[config.mk]
export PLATFORM = sky130hd
export DESIGN_NAME = tick_rate_ctrl
export DESIGN_NICKNAME = d
export VERILOG_FILES = /design/src/rtl/tick_rate_ctrl.sv
export SDC_FILE = /design/constraint.sdc
export NUM_CORES = 1
export LEC_CHECK = 0
export CAP_MARGIN = 30
export CORE_ASPECT_RATIO = 0.8
export CORE_MARGIN = 5
export CORE_UTILIZATION = 55
export DETAILED_ROUTE_END_ITERATION = 6
export GPL_TIMING_DRIVEN = 0
export PLACE_DENSITY = 0.77
export REMOVE_ABC_BUFFERS = 1
export SLEW_MARGIN = 20
export SYNTH_ARGS = -nofsm -noshare
export SYNTH_HDL_FRONTEND = slang
export SYNTH_SLANG_ARGS = --single-unit
[constraint.sdc]
create_clock -name clk -period 16.6 [get_ports clk]
set_clock_uncertainty 0.15 [all_clocks]
set_input_delay 3.32 -clock clk [delete_from_list [all_inputs] [get_ports clk]]
set_output_delay 3.32 -clock clk [all_outputs]
set_load 0.05 [all_outputs]
[src/rtl/tick_rate_ctrl.sv]
// Run/stop and rate controller: one period counter producing a divided clock and a
// one-cycle tick, with divisor updates taken over valid/ready and applied at period boundaries.
module tick_rate_ctrl #(
    parameter int unsigned CNT_W       = 32,
    parameter int unsigned DEFAULT_DIV = 100000000,
    parameter int unsigned MIN_DIV     = 2
) (
    input  logic             clk,
    input  logic             rst_n,
    input  logic             en,
    input  logic             cfg_valid,
    input  logic [CNT_W-1:0] cfg_div,
    output logic             cfg_ready,
    output logic             cfg_err,
    output logic             tick,
    output logic             out_clk,
    output logic [CNT_W-1:0] cur_div,
    output logic             busy
);

    localparam logic [CNT_W-1:0] DEF_DIV_C = CNT_W'(DEFAULT_DIV);
    localparam logic [CNT_W-1:0] MIN_DIV_C = CNT_W'(MIN_DIV);

    typedef enum logic [1:0] {
        ST_STOP,
        ST_RUN,
        ST_PEND
    } state_e;

    state_e           state_q, state_d;
    logic [CNT_W-1:0] cnt_q, cnt_d;
    logic [CNT_W-1:0] cur_div_q, cur_div_d;
    logic [CNT_W-1:0] pend_div_q, pend_div_d;
    logic             out_clk_q, out_clk_d;
    logic             tick_q, tick_d;
    logic             cfg_ready_q, cfg_ready_d;
    logic             cfg_err_q, cfg_err_d;
    logic             busy_q, busy_d;

    logic             xfer;
    logic             legal;
    logic             wrap;
    logic [CNT_W-1:0] cnt_step;

    always_comb begin
        xfer     = cfg_valid & cfg_ready_q;
        legal    = (cfg_div >= MIN_DIV_C);
        wrap     = (cnt_q >= (cur_div_q - CNT_W'(1)));
        cnt_step = wrap ? '0 : cnt_q + CNT_W'(1);

        state_d    = state_q;
        cnt_d      = '0;
        cur_div_d  = cur_div_q;
        pend_div_d = pend_div_q;
        tick_d     = 1'b0;
        cfg_err_d  = xfer & ~legal;

        case (state_q)
            ST_STOP: begin
                if (xfer && legal) cur_div_d = cfg_div;
                if (en) state_d = ST_RUN;
            end
            ST_RUN: begin
                if (!en) begin
                    // Stopping and a transfer on the same edge: load the divisor directly.
                    state_d = ST_STOP;
                    if (xfer && legal) cur_div_d = cfg_div;
                end else begin
                    cnt_d  = cnt_step;
                    tick_d = wrap;
                    if (xfer && legal) begin
                        pend_div_d = cfg_div;
                        state_d    = ST_PEND;
                    end
                end
            end
            ST_PEND: begin
                if (!en) begin
                    state_d   = ST_STOP;
                    cur_div_d = pend_div_q;
                end else begin
                    cnt_d  = cnt_step;
                    tick_d = wrap;
                    if (wrap) begin
                        cur_div_d = pend_div_q;
                        state_d   = ST_RUN;
                    end
                end
            end
            default: begin
                state_d = ST_STOP;
            end
        endcase

        out_clk_d   = (state_d != ST_STOP) && (cnt_d < (cur_div_d >> 1));
        cfg_ready_d = (state_d != ST_PEND);
        busy_d      = (state_d != ST_STOP);
    end

    always_ff @(posedge clk or negedge rst_n) begin
        if (!rst_n) begin
            state_q     <= ST_STOP;
            cnt_q       <= '0;
            cur_div_q   <= DEF_DIV_C;
            pend_div_q  <= '0;
            out_clk_q   <= 1'b0;
            tick_q      <= 1'b0;
            cfg_ready_q <= 1'b1;
            cfg_err_q   <= 1'b0;
            busy_q      <= 1'b0;
        end else begin
            state_q     <= state_d;
            cnt_q       <= cnt_d;
            cur_div_q   <= cur_div_d;
            pend_div_q  <= pend_div_d;
            out_clk_q   <= out_clk_d;
            tick_q      <= tick_d;
            cfg_ready_q <= cfg_ready_d;
            cfg_err_q   <= cfg_err_d;
            busy_q      <= busy_d;
        end
    end

    assign cfg_ready = cfg_ready_q;
    assign cfg_err   = cfg_err_q;
    assign tick      = tick_q;
    assign out_clk   = out_clk_q;
    assign cur_div   = cur_div_q;
    assign busy      = busy_q;

endmodule
* Word-level counts from Yosys, hierarchy flattened
Index checks and enable logic that the tools add are counted.
** Word-level totals
- Register bits after elaboration :: 103
- Input bits :: 36
- Output and inout port bits :: 37
** Cells by class
- Add/subtract/negate cells :: 2
- Order comparisons :: 3
- Equality and inequality tests :: 5
- Multiplexer cells :: 16
- Bitwise logic cells :: 3
- Reductions and logical operators :: 8
** Operators by type and width (count)
- 32-bit two-way mux :: 7
- 32-bit case mux with 3 select lines :: 1
- 32-bit by 1-bit adder with 32-bit output (second input constant) :: 1
- 32-bit by 2-bit >= comparator with 1-bit output (second input constant) :: 1
- 32-bit >= comparator :: 1
- 32-bit by 31-bit less-than comparator with 1-bit output :: 1
- 32-bit by 1-bit subtractor with 32-bit output (second input constant) :: 1
- 2-bit two-way mux :: 5
- 2-bit case mux with 3 select lines :: 1
- 3-bit AND reduction :: 2
- 2-bit inequality test (second input constant) :: 2
- 3-bit inequality test (second input constant) :: 1
- 3-bit nonzero test :: 1
- 1-bit bitwise AND :: 2
- 2-bit by 1-bit equality test with 1-bit output (second input constant) :: 1
- 2-bit equality test (second input constant) :: 1
- 1-bit logical AND :: 2
- 2-bit zero test :: 1
- 1-bit two-way mux :: 2
- 2-bit nonzero test :: 1
- 2-bit OR reduction :: 1
- 1-bit NOT :: 1

* Longest topological paths before layout
- Depth after elaboration :: 7
- Gate-level depth with buffers :: 28
- Depth with buffers taken out :: 26

* Least setup slack after synthesis
Ideal clock, no wire load.
- Path kind :: input to register
- Start :: in cfg_div[29]
- End :: reg out_clk_q (netlist: out_clk)
- Data arrival time :: 6.562 ns
- Setup slack :: 9.767 ns
- Stages on the path :: 17
- Cell sequence :: nor4_1 > nand4_1 > o21bai_1 > inv_1 > o21ai_1 > a211o_1 > clkbuf_1 > a222oi_1 > ha_1 > nand3_1 > nor3_1 > nand3_1 > a2111o_1 > o221ai_1 > a311oi_1 > o311a_1 > o211a_1
** Between the ends
- Longest elaborated chain between the ends :: 7
- Elaborated cells on any way between the ends :: 11
** Ends and longest elaborated chain
- start: declaration :: RTL line 12 : input logic [CNT_W-1:0] cfg_div,
- 32-bit by 2-bit >= comparator with 1-bit output :: RTL line 47 : legal = (cfg_div >= MIN_DIV_C);
- 1-bit logical AND :: RTL line 60, 67, 71
- 32-bit two-way mux or 2-bit two-way mux (tied branches) :: RTL line 60, 67, 71
- 32-bit two-way mux or 2-bit two-way mux (tied branches) :: RTL line 64 : if (!en) begin
- 32-bit case mux with 3 select lines or 2-bit case mux with 3 select lines (tied branches) :: RTL line 58 : case (state_q)
- 32-bit by 31-bit less-than comparator with 1-bit output or 2-bit nonzero test (tied branches) :: RTL line 95 : out_clk_d = (state_d != ST_STOP) && (cnt_d < (cur_div_d >> 1));
- 1-bit logical AND * :: RTL line 95
- net out_clk_d :: RTL line 34 : logic out_clk_q, out_clk_d;
- end signal: assignment :: RTL line 116 : out_clk_q <= out_clk_d;
- end: declaration :: RTL line 34
The timed path passes the listed nets; every way through them passes the cells marked *. The select of a mux whose other input is x is not followed.
A chain may end at the register's enable or synchronous reset.

* Worst setup path after layout
- Start :: in cfg_div[8]
- End :: reg out_clk_q (netlist: out_clk)
The elaborated chain is that of the path after synthesis.

==> results.toml <==
[routing]
via_per_inst = 6.33
drt_iter0_markers = 674
vias = 5584
wl_per_cell_um = 20.4
firstDrtPassIters = 5
drc = 0
antenna_left = 0
drt-total-wl_um = 18000

[yosys]
muxShareOfSynthArea_pct = 5.67
synthXorXnorAreaFrac_pct = 7.77
netlist_instances = 659
async_flop_share_pct = 100
synth_top_family_by_area = "simple AND/OR/NAND/NOR gates"
synth_ff_type = "dfrtp_1"
avgSynthCellArea_um2 = 9.92
synth_compound_area_share_pct = 14.4
synth_edf_count = 0
ys_ff_latch = 103
synth_fa_ha_area_share_pct = 13.2
synth_cell_type_count = 51
yosysWarnings = 0
synth_area_um2 = 6540
synthSimpleGateAreaFrac_pct = 15.8
ys_seq_area_share_pct = 39.7

[critical_path]
crit-reg2reg-capture = "out_clk$_DFF_PN0_"
reg2reg_depth = 24
cp-end-kind = "register"
path_max_fanout = 12
r2r-start = "cur_div[9]$_DFF_PN0_"
cp.arrival_ns = 8.93
critPathLaunchType = "input pin"
worstSetupPathType = "in2reg"
r2r_slack_ns = 8.67
worstPathRequired_ns = 16.69

[die]
ios = 73
die_w_um = 132
initial_core_util_pct = 56.5
core_um2 = 11600
core.rowCount = 35
dieHeight_um = 107
dieArea_um2 = 14200

[global_route]
grt_pass1_wl_um = 29100
grt_start_max_net_pins = 74
gr-total-overflow = 0
antenna_found_initial = 0
grt_pass1_vias = 5619
grt_usage_pct = 25.6

[power_and_ir_drop]
power_mw = 1.32
pwr_density_cell_nw_per_um2 = 168
ir_worst_vdd_uv = 107
leakagePower_nw = 3.43

[min_path]
hold_end = "pend_div_q[13]$_DFFE_PN0P_"
hp-start = "pend_div_q[13]$_DFFE_PN0P_"
hold_path.class = "reg2reg"
holdPathStages = 1

[status]
outcome = "finished clean"

[sta]
fmax_ghz = 0.113
worst_pin_slew_ns = 0.929
drv_slew = 0
whs_ns = 0.354
timing.final.crit_share_pct = 53.3
fin_tns_setup_ns = 0
setup_violations = 0
period_needed_ns = 8.84
hold_viol = 0
rsz0062_at_grt = "false"
slew_headroom_pct = 37.7

[cells_and_area]
nets = 834
layout_commonest_cell = "dfrtp_1"
n_fill_cell = 912
num_antenna_cells = 0
syn2layout_area_growth_pct = 19.7
final_cell_mix = "90 x dfrtp_1, 71 x clkdlybuf4s50_1, 69 x ha_1"
drive_gt1_share_pct = 11.0

[clock_tree]
cts_tree = "done"
cts.clk_slew.worst_paths_ns = 0.07
clk_latency_ns = 0.35
numClockSinks = 103
cts_hold_buf = 0
clockBufferDepth = 2
htreeDepth = 3
cts_buffers = 9
cts_root_buf = "clkbuf_16"
cts.repair.resized = 0
post_cts_buffers = 0

[placement]
port_buffers = 72
gp_congestion = 0.928
hpwl_um = 13500

[job]
maxCapViolCount = 0
-- metrics by stage --
| stage | cell area (um2) | cells | utilization, % | setup slack [ns] |
|---|---|---|---|---|
| finish | 7820 | 882 | 67.7 | 7.76 |
| global route | 7820 | 882 | 67.7 | 7.54 |
| CTS | 7810 | 881 | 67.5 | 7.49 |
| detailed placement | 7470 | 865 | 64.6 | 7.16 |
| global placement | 7350 | 858 | 63.6 | 6.68 |
| floorplan | 6450 | 638 | - | 9.40 |
-- worst max-delay path, cell delays in order --
cell	delay [ns]
clkdlybuf4s50_1	0.51
nor4_1	0.46
nand4_1	0.25
o21bai_1	0.43
inv_1	0.17
o21ai_1	0.75
a211o_1	0.52
a222oi_1	0.24
ha_1	0.35
nand2_1	0.07
nor3_1	0.59
nand3_1	0.32
a2111o_1	0.40
o221ai_1	0.18
a311oi_1	0.09
o311a_1	0.14
o211a_1	0.13
-- where the power goes --
| part | leakage, nW | internal, mW | switching [mW] |
|---|---|---|---|
| clock | 0.164 | 0.152 | 0.0942 |
| combinational | 1.96 | 0.259 | 0.392 |
| sequential | 1.30 | 0.337 | 0.0828 |
| total | 3.43 | 0.749 | 0.569 |
-- how the worst max path moves through the flow --
stage,slack (ns),endpoint,startpoint
after global placement,6.68,out_clk$_DFF_PN0_,cfg_div[8]
after floorplan,9.40,out_clk$_DFF_PN0_,cur_div[7]$_DFF_PN0_
after detailed placement,7.16,out_clk$_DFF_PN0_,cfg_div[8]
final,7.76,out_clk$_DFF_PN0_,cfg_div[8]
after global routing,7.54,out_clk$_DFF_PN0_,cfg_div[8]
after CTS,7.49,out_clk$_DFF_PN0_,cfg_div[8]
-- registers in the layout (all words and copies together) (netlist names) --
register / flops
cnt_q: 32
cur_div: 32
pend_div_q: 32
state_q: 2
busy: 1
cfg_err: 1
cfg_ready: 1
out_clk: 1
tick: 1
-- layout make-up --
class                           count  area [um2]  share of cell area (%)
Inverter                           37         139                    1.78
Clock inverter                      3        90.1                    1.15
Clock buffer                       13         250                    3.20
Tap cell                          148         185                    2.37
Sequential cell                   103        2590                    33.2
Timing Repair Buffer               80         830                    10.6
Multi-Input combinational cell    498        3740                    47.8
-- synth_stat cells (all sizes together), types with 2 or more instances --
library cell	instances	area share, %
dfstp	13	5.2
mux2	32	5.5
or2	2	0.19
o22ai	3	0.38
xor2	30	4.0
xnor2	28	3.8
nor3	20	1.9
nand4	19	1.8
nor4	18	1.8
o21ai	33	2.5
a221oi	8	1.1
a21o	6	0.69
nor3b	2	0.23
and2	6	0.57
a211oi	8	0.92
or4	4	0.57
dfrtp	90	34
o211ai	3	0.34
nand3	19	1.5
buf	3	0.29
o311a	3	0.46
nand2b	3	0.29
ha	69	13
inv	37	2.1
and3	5	0.48
o21bai	2	0.23
o21a	10	1.1
nand2	40	2.3
nor2	63	3.6
a222oi	24	3.7
and4	3	0.40
clkbuf	18	1.0
a21oi	25	1.9
-- logic make-up (layout without fill, tap and decap cells) --
kind of cell / after synthesis / count (layout)
mux: 33 / 33
xor+xnor: 58 / 58
simple gates: 206 / 206
compound gates: 132 / 132
fa+ha+maj: 69 / 69
buf+inv: 58 / 133
flops: 103 / 103
-- metal layers --
layer | up-vias | GRT usage [%] | share of wire [%]
met5 | - | 0 | 0
met4 | 0 | 7.42 | 1.9
met3 | 32 | 3.97 | 6.7
met2 | 215 | 41.0 | 46
met1 | 2749 | 36.0 | 45
li1 | 2588 | - | -
Power figures use the tool's default switching activity.
